--- config.mk ---
export PLATFORM = sky130hd
export DESIGN_NAME = rotate_scatter_writer
export DESIGN_NICKNAME = d
export VERILOG_FILES = /design/src/rtl/rotate_pkg.sv /design/src/rtl/rotate_wr_fifo.sv /design/src/rtl/rotate_scatter_writer.sv
export SDC_FILE = /design/constraint.sdc
export NUM_CORES = 1
export LEC_CHECK = 0
export ABC_AREA = 1
export CAP_MARGIN = 20
export CORE_MARGIN = 5
export CORE_UTILIZATION = 45
export DETAILED_ROUTE_END_ITERATION = 16
export GPL_TIMING_DRIVEN = 0
export PLACE_DENSITY = 0.63
export SLEW_MARGIN = 20
export SYNTH_ARGS = -nofsm -noshare
export SYNTH_HDL_FRONTEND = slang
export SYNTH_SLANG_ARGS = --single-unit
--- constraint.sdc ---
create_clock -name clk -period 10.3 [get_ports clk]
set_input_delay 2.575 -clock clk [delete_from_list [all_inputs] [get_ports clk]]
set_output_delay 2.575 -clock clk [all_outputs]
set_load 0.01 [all_outputs]
--- src/rtl/rotate_pkg.sv ---
// Shared definitions for the rotate scatter writer: FSM state encoding,
// default frame geometry, pipeline depth and the signed bounds check.
package rotate_pkg;

   typedef enum logic [1:0] {
      ST_IDLE  = 2'd0,
      ST_CLEAR = 2'd1,
      ST_RUN   = 2'd2,
      ST_FLUSH = 2'd3
   } wr_state_t;

   localparam int DEF_IMG_WIDTH  = 640;
   localparam int DEF_IMG_HEIGHT = 480;
   localparam int FRAME_PIXELS   = DEF_IMG_WIDTH * DEF_IMG_HEIGHT;

   // Number of registered stages between the input handshake and the FIFO;
   // the FIFO keeps this many slots in reserve for samples still in flight.
   localparam int PIPE_STAGES = 2;

   // True when (x, y) lands inside a width x height frame. Both coordinates
   // are two's-complement, so negative values are rejected before any
   // unsigned address arithmetic happens.
   function automatic logic in_frame(input logic signed [15:0] x,
                                     input logic signed [15:0] y,
                                     input int                 width,
                                     input int                 height);
      int xs;
      int ys;
      xs = int'(x);
      ys = int'(y);
      return (xs >= 0) && (xs < width) && (ys >= 0) && (ys < height);
   endfunction

endpackage

--- src/rtl/rotate_wr_fifo.sv ---
// Synchronous show-ahead FIFO with occupancy count. The head entry is visible
// on rd_data whenever empty is low; rd_en pops it. Writes when full and reads
// when empty are ignored. Storage is not reset, only pointers and count.
module rotate_wr_fifo
   import rotate_pkg::*;
#(
   parameter int WIDTH = 8,
   parameter int DEPTH = 16
) (
   input  logic                     clk,
   input  logic                     rst,
   input  logic                     wr_en,
   input  logic [WIDTH-1:0]         wr_data,
   input  logic                     rd_en,
   output logic [WIDTH-1:0]         rd_data,
   output logic                     empty,
   output logic [$clog2(DEPTH):0]   count
);

   localparam int PTR_W = $clog2(DEPTH);
   localparam int CNT_W = PTR_W + 1;

   logic [WIDTH-1:0] mem [DEPTH];
   logic [PTR_W-1:0] wr_ptr;
   logic [PTR_W-1:0] rd_ptr;
   logic             do_wr;
   logic             do_rd;

   assign do_wr   = wr_en && (count != CNT_W'(DEPTH));
   assign do_rd   = rd_en && (count != '0);
   assign empty   = (count == '0);
   assign rd_data = mem[rd_ptr];

   // Storage array: written at the tail, no reset needed for data.
   always_ff @(posedge clk) begin
      if (do_wr) begin
         mem[wr_ptr] <= wr_data;
      end
   end

   // Pointers and occupancy; simultaneous push and pop leave count unchanged.
   always_ff @(posedge clk) begin
      if (rst) begin
         wr_ptr <= '0;
         rd_ptr <= '0;
         count  <= '0;
      end else begin
         if (do_wr) begin
            wr_ptr <= wr_ptr + 1'b1;
         end
         if (do_rd) begin
            rd_ptr <= rd_ptr + 1'b1;
         end
         case ({do_wr, do_rd})
            2'b10:   count <= count + 1'b1;
            2'b01:   count <= count - 1'b1;
            default: count <= count;
         endcase
      end
   end

endmodule

--- src/rtl/rotate_scatter_writer.sv ---
// Rotate scatter writer: takes rotated (x, y, pixel) samples, drops the ones
// outside the frame, turns the rest into linear frame-buffer writes through a
// two-stage pipeline and a show-ahead FIFO that absorbs memory back-pressure.
// Optional feature macro ROT_WR_CLEAR_EN: when defined, every frame begins
// with a CLEAR pass that writes BG_VALUE to every pixel address.
module rotate_scatter_writer
   import rotate_pkg::*;
#(
   parameter int DATA_WIDTH = 8,
   parameter int IMG_WIDTH  = DEF_IMG_WIDTH,
   parameter int IMG_HEIGHT = DEF_IMG_HEIGHT,
   parameter int ADDR_WIDTH = 19,
   parameter int FIFO_DEPTH = 16,
   parameter int BG_VALUE   = 0
) (
   input  logic                  clk,
   input  logic                  rst,
   input  logic                  frame_start,
   input  logic                  in_valid,
   output logic                  in_ready,
   input  logic                  in_last,
   input  logic [DATA_WIDTH-1:0] pixel_in,
   input  logic [15:0]           x_in,
   input  logic [15:0]           y_in,
   output logic                  mem_valid,
   input  logic                  mem_ready,
   output logic [ADDR_WIDTH-1:0] mem_addr,
   output logic [DATA_WIDTH-1:0] mem_data,
   output logic                  frame_done,
   output logic [15:0]           drop_count,
   output logic                  busy
);

   localparam int N_PIXELS = IMG_WIDTH * IMG_HEIGHT;
   localparam int CNT_W    = $clog2(FIFO_DEPTH) + 1;
   localparam int FIFO_W   = ADDR_WIDTH + DATA_WIDTH;

   // Reject parameter sets the datapath cannot represent.
   if (ADDR_WIDTH < $clog2(N_PIXELS) || FIFO_DEPTH < 4 ||
       (FIFO_DEPTH & (FIFO_DEPTH - 1)) != 0 ||
       BG_VALUE < 0 || BG_VALUE >= (1 << DATA_WIDTH)) begin : g_bad_params
      $error("rotate_scatter_writer: illegal parameter combination");
   end

   wr_state_t state;
   wr_state_t state_n;

   logic                  accept;
   logic                  in_bnd;
   logic                  flush_idle;

   logic                  vld_p1;
   logic [ADDR_WIDTH-1:0] x_p1;
   logic [ADDR_WIDTH-1:0] y_p1;
   logic [DATA_WIDTH-1:0] pix_p1;

   logic                  vld_p2;
   logic [ADDR_WIDTH-1:0] addr_p2;
   logic [DATA_WIDTH-1:0] pix_p2;

   logic                  fifo_rd;
   logic                  fifo_empty;
   logic [CNT_W-1:0]      fifo_count;
   logic [FIFO_W-1:0]     fifo_head;
   logic [ADDR_WIDTH-1:0] head_addr;
   logic [DATA_WIDTH-1:0] head_data;

`ifdef ROT_WR_CLEAR_EN
   logic [ADDR_WIDTH-1:0] clr_cnt;
   logic                  clr_last;
   assign clr_last = (clr_cnt == ADDR_WIDTH'(N_PIXELS - 1));
`endif

   // Input side: space is reserved for samples already in S1/S2.
   assign in_ready   = (state == ST_RUN) &&
                       (fifo_count <= CNT_W'(FIFO_DEPTH - 1 - PIPE_STAGES));
   assign accept     = in_valid && in_ready;
   assign in_bnd     = in_frame(x_in, y_in, IMG_WIDTH, IMG_HEIGHT);
   assign flush_idle = !vld_p1 && !vld_p2 && fifo_empty;
   assign busy       = (state != ST_IDLE);
   assign {head_addr, head_data} = fifo_head;

   // State register.
   always_ff @(posedge clk) begin
      if (rst) begin
         state <= ST_IDLE;
      end else begin
         state <= state_n;
      end
   end

   // Next-state logic and the frame_done pulse.
   always_comb begin
      state_n    = state;
      frame_done = 1'b0;
      case (state)
         ST_IDLE: begin
            if (frame_start) begin
`ifdef ROT_WR_CLEAR_EN
               state_n = ST_CLEAR;
`else
               state_n = ST_RUN;
`endif
            end
         end
`ifdef ROT_WR_CLEAR_EN
         ST_CLEAR: begin
            if (mem_ready && clr_last) begin
               state_n = ST_RUN;
            end
         end
`endif
         ST_RUN: begin
            if (accept && in_last) begin
               state_n = ST_FLUSH;
            end
         end
         ST_FLUSH: begin
            if (flush_idle) begin
               frame_done = 1'b1;
               state_n    = ST_IDLE;
            end
         end
         default: state_n = ST_IDLE;
      endcase
   end

   // Write port mux: clear counter during CLEAR, FIFO head otherwise. Outputs
   // rest at zero when nothing is offered.
   always_comb begin
      mem_valid = 1'b0;
      mem_addr  = '0;
      mem_data  = '0;
      fifo_rd   = 1'b0;
`ifdef ROT_WR_CLEAR_EN
      if (state == ST_CLEAR) begin
         mem_valid = 1'b1;
         mem_addr  = clr_cnt;
         mem_data  = DATA_WIDTH'(BG_VALUE);
      end else
`endif
      if (!fifo_empty) begin
         mem_valid = 1'b1;
         mem_addr  = head_addr;
         mem_data  = head_data;
         fifo_rd   = mem_ready;
      end
   end

`ifdef ROT_WR_CLEAR_EN
   // Background fill address counter; rearmed whenever the block is idle.
   always_ff @(posedge clk) begin
      if (rst) begin
         clr_cnt <= '0;
      end else if (state == ST_IDLE) begin
         clr_cnt <= '0;
      end else if (state == ST_CLEAR && mem_ready) begin
         clr_cnt <= clr_cnt + 1'b1;
      end
   end
`endif

   // Per-frame count of out-of-bounds samples, saturating.
   always_ff @(posedge clk) begin
      if (rst) begin
         drop_count <= '0;
      end else if (state == ST_IDLE && frame_start) begin
         drop_count <= '0;
      end else if (accept && !in_bnd && drop_count != 16'hFFFF) begin
         drop_count <= drop_count + 16'd1;
      end
   end

   // Pipeline valids: only in-bounds samples enter S1.
   always_ff @(posedge clk) begin
      if (rst) begin
         vld_p1 <= 1'b0;
         vld_p2 <= 1'b0;
      end else begin
         vld_p1 <= accept && in_bnd;
         vld_p2 <= vld_p1;
      end
   end

   // S1: capture clipped coordinates and pixel.
   always_ff @(posedge clk) begin
      if (accept && in_bnd) begin
         x_p1   <= ADDR_WIDTH'(x_in);
         y_p1   <= ADDR_WIDTH'(y_in);
         pix_p1 <= pixel_in;
      end
   end

   // S2: linear address y*IMG_WIDTH + x, truncated to ADDR_WIDTH.
   always_ff @(posedge clk) begin
      if (vld_p1) begin
         addr_p2 <= y_p1 * ADDR_WIDTH'(IMG_WIDTH) + x_p1;
         pix_p2  <= pix_p1;
      end
   end

   rotate_wr_fifo #(
      .WIDTH (FIFO_W),
      .DEPTH (FIFO_DEPTH)
   ) u_fifo (
      .clk     (clk),
      .rst     (rst),
      .wr_en   (vld_p2),
      .wr_data ({addr_p2, pix_p2}),
      .rd_en   (fifo_rd),
      .rd_data (fifo_head),
      .empty   (fifo_empty),
      .count   (fifo_count)
   );

endmodule

==> flow_metrics.py, run 1 <==
metrics = {
    "layout": {
        "nets": 2192,
        "fillCellCount": 4257,
        "syn_to_final_growth_pct": 17.8,
        "final_area_um2": 26500,
        "fin_cells": 2821,
        "drive_above_1_share": 0.0982,
    },
    "place": {
        "dp_hpwl_um": 40300,
        "placed_cell_area_um2": 24800,
        "gp_congestion": 0.826,
        "portBuffers": 92,
        "dpl.cell_count": 2721,
    },
    "sta": {
        "setup_viol": 0,
        "hold_viol": 0,
        "max_slew_margin": 0.364,
        "fmax_ghz": 0.168,
        "fin_setup_tns_ns": 0,
        "worst_pin_slew_ns": 0.953,
        "rsz0062_at_grt": "no",
        "slew_violations": 0,
        "skew_ns": 0.0154,
        "fin_crit_sh": 0.579,
        "post-route-min-period_ns": 5.96,
    },
    "global_routing": {
        "grt_util_all_layers": 0.222,
        "grt.overflow.total": 0,
        "first_global_vias": 14870,
        "grt_max_degree": 26,
        "grt_pass1_wl_um": 90600,
        "antenna_found_initial": 1,
    },
    "worst_setup_path": {
        "ff2ff_path_depth": 17,
        "required_ns": 7.73,
        "r2r_start": "y_p1[1]",
        "critical_path_arrival_ns": 3.39,
        "r2r_end": "addr_p2[18]",
        "worstSetupEndpoint": "mem_addr[16]",
        "cp-start-kind": "flop",
        "end_kind": "output port",
        "crit_fanout": 10,
        "r2r_slack_ns": 7.19,
        "path_class": "flop to output port",
    },
    "synthesis": {
        "ys_seq_area_frac": 0.694,
        "syn_inst": 1939,
        "postSynthAreaPerCell_um2": 11.6,
        "synth_warnings": 0,
        "synth_xor_area_frac": 0.0125,
        "yosysUniqueCellTypes": 38,
        "synth_area_um2": 22500,
        "yosys_most_used_dff": "edfxtp_1",
        "synth-simple-area-share": 0.187,
        "synthAdderAreaFrac": 0.0233,
        "synth-edff-count": 495,
        "synth_mux_area_frac": 0,
        "synth_top_family_by_area": "simple AND/OR/NAND/NOR gates",
        "ys_ff_latch": 532,
        "syn_nets": 2025,
        "synth-compound-area-share": 0.0468,
        "async_flop_share": 0,
    },
    "clocking": {
        "cts.sinks": 532,
        "post_cts_buffers": 0,
        "cts-htree-levels": 2,
        "clkTransAtPathRegs_ns": 0.06,
        "cts_tree": "done",
        "cts_buffer_depth": 3,
        "cts-root-buf": "clkbuf_16",
        "cts_resized": 0,
        "numCtsBuffers": 55,
        "clk_latency_ns": 0.61,
        "hold_buffers": 0,
    },
    "power_and_ir_drop": {
        "vdd_drop_max_mv": 0.113,
        "p_per_area_nw_per_um2": 224,
        "p_leak_nw": 9.68,
    },
    "floorplanning": {
        "fp.dieH_um": 233,
        "die_x_um": 233,
        "rows": 82,
        "core_region_area_um2": 49800,
        "io_pins": 93,
        "die-area_um2": 54500,
        "initial_core_util": 0.452,
    },
    "min_path": {
        "holdCritPathClass": "flop to flop",
    },
    "status": {
        "status": "complete, no violations",
    },
    "routing": {
        "ant_nets": 0,
        "route.vias.total": 15319,
        "first_pass_iters": 5,
        "drc_errors": 0,
        "drtIter0Drc": 1565,
        "routed_wl_um": 60900,
        "vias_per_cell": 5.43,
        "wire_per_inst_um": 21.6,
    },
    "flow_run": {
        "drv_cap": 0,
    },
}
cell type report:
| class | count | area (µm²) | area share |
|---|---|---|---|
| clock buffer | 75 | 1470 | 0.0556 |
| antenna | 1 | 2.50 | 0.0000945 |
| tap | 672 | 841 | 0.0318 |
| clock inverter | 24 | 226 | 0.00855 |
| sequential | 532 | 15600 | 0.589 |
| multi-input combinational | 1236 | 6180 | 0.234 |
| buffer | 94 | 527 | 0.0199 |
| inverter | 77 | 292 | 0.0110 |
| timing repair buffer | 110 | 1330 | 0.0501 |
worst max-delay path: stages, from the launching register on:
cell,delay [ns]
dfxtp_1,0.30
buf_2,0.36
inv_2,0.19
clkbuf_1,0.32
nand3_1,0.24
nand3_1,0.11
nand2_1,0.13
nand2_1,0.06
a21oi_1,0.42
clkdlybuf4s50_1,0.63
cell usage after synthesis (17+ instances only):
master	instances	area [µm²]
clkbuf_1	27	101
xor2_1	17	149
ha_1	37	463
o31ai_1	27	203
buf_2	33	165
nand2_1	592	2220
a21oi_1	108	541
buf_4	21	158
nor2_1	106	398
edfxtp_1	495	14900
o21ai_0	36	180
nand3_1	240	1200
inv_1	69	259
dfxtp_1	37	741
worst min path at each step:
stage              start  cells after the start  slack [ns]          to
2_1_floorplan    x_p1[0]                      0        0.40  addr_p2[0]
3_3_place_gp   pix_p1[3]                      0        0.40   pix_p2[3]
3_5_place_dp     x_p1[2]                      0        0.40  addr_p2[2]
6_report         x_p1[2]                      0        0.42  addr_p2[2]
5_1_grt          x_p1[6]                      0        0.43  addr_p2[6]
4_1_cts          x_p1[2]                      0        0.42  addr_p2[2]
state kept, by name, summed over array words and instances (netlist names), 2 cells and up, named ones only:
signal and flops:
u_fifo.wr_ptr 4, x_p1 16, pix_p1 8, u_fifo.count 5, state 2, u_fifo.mem 432
u_fifo.rd_ptr 4, pix_p2 8, addr_p2 19, drop_count 16, y_p1 12
placed cells by master, fill, tap and decap left out, types with 2 or more instances in the layout:
cell	netlist	routed
a21o_1	2	2
a21oi_1	108	108
a21oi_2	10	10
a31oi_1	3	3
buf_1	7	7
buf_12	1	13
buf_16	0	6
buf_2	33	33
buf_4	21	21
buf_6	5	5
bufinv_16	0	4
clkbuf_1	27	46
clkbuf_16	0	56
clkdlybuf4s50_1	0	92
clkinv_1	0	10
clkinv_2	0	7
dfxtp_1	37	36
edfxtp_1	495	495
fa_1	3	3
ha_1	37	37
inv_1	69	69
inv_2	7	7
nand2_1	592	592
nand2_2	3	3
nand2_4	12	12
nand3_1	240	240
nand3_4	3	3
nand3b_1	2	2
nand4_1	5	5
nor2_1	106	89
nor2_2	3	3
nor2_4	2	19
nor2_8	2	2
nor3_1	3	3
o21ai_0	36	36
o31ai_1	27	27
xnor2_1	15	15
xor2_1	17	17
cells by family (layout without fill, tap and decap cells):
group           count (synthesis)  in the layout
compound gates                187            187
xor+xnor                       32             32
fa+ha+maj                      40             40
buf+inv                       171            380
flops                         532            532
other cells                     0              1
simple gates                  977            977
stage by stage:
| stage | setup WS (ns) | total power, mW | utilization | hold WS [ns] |
|---|---|---|---|---|
| after floorplan | 5.24 | 3.34 | - | 0.400 |
| after global placement | 3.41 | 4.04 | 0.487 | 0.401 |
| after detailed placement | 5.03 | 4.06 | 0.498 | 0.405 |
| after CTS | 4.38 | 5.95 | 0.532 | 0.418 |
| after global routing | 4.15 | 6.20 | 0.532 | 0.426 |
| final | 4.34 | 5.93 | 0.532 | 0.417 |
report_power, final:
group / internal (mW) / total [mW] / switching, mW
combinational: 0.560 / 1.66 / 1.10
sequential: 2.34 / 2.36 / 0.0151
clock: 1.10 / 1.91 / 0.816
total: 4.00 / 5.93 / 1.93
metal layers:
metal	vias to the layer above	global-route usage	part of all wire
met4	0	0.0668	0.029
li1	7088	-	-
met1	7429	0.298	0.40
met5	-	0	0
met2	682	0.370	0.48
met3	120	0.0434	0.086
Note: power is estimated with default switching activity, not from simulation.
==> run 2, diff against run 1 <==
- clock period: 10.3 -> 6.15 ns (I/O delays scaled with it)
==> results of run 2 <==
Same layout as run 1 (identical final DEF). Status: complete, no violations.
Main changes from that run: setup slack after placement 5.03 ns -> 1.92 ns; setup slack after layout 4.34 ns -> 1.23 ns; register-to-register setup slack 7.19 ns -> 3.04 ns; total power 5.93 mW -> 9.94 mW; worst IR drop on VDD 0.113 mV -> 0.190 mV
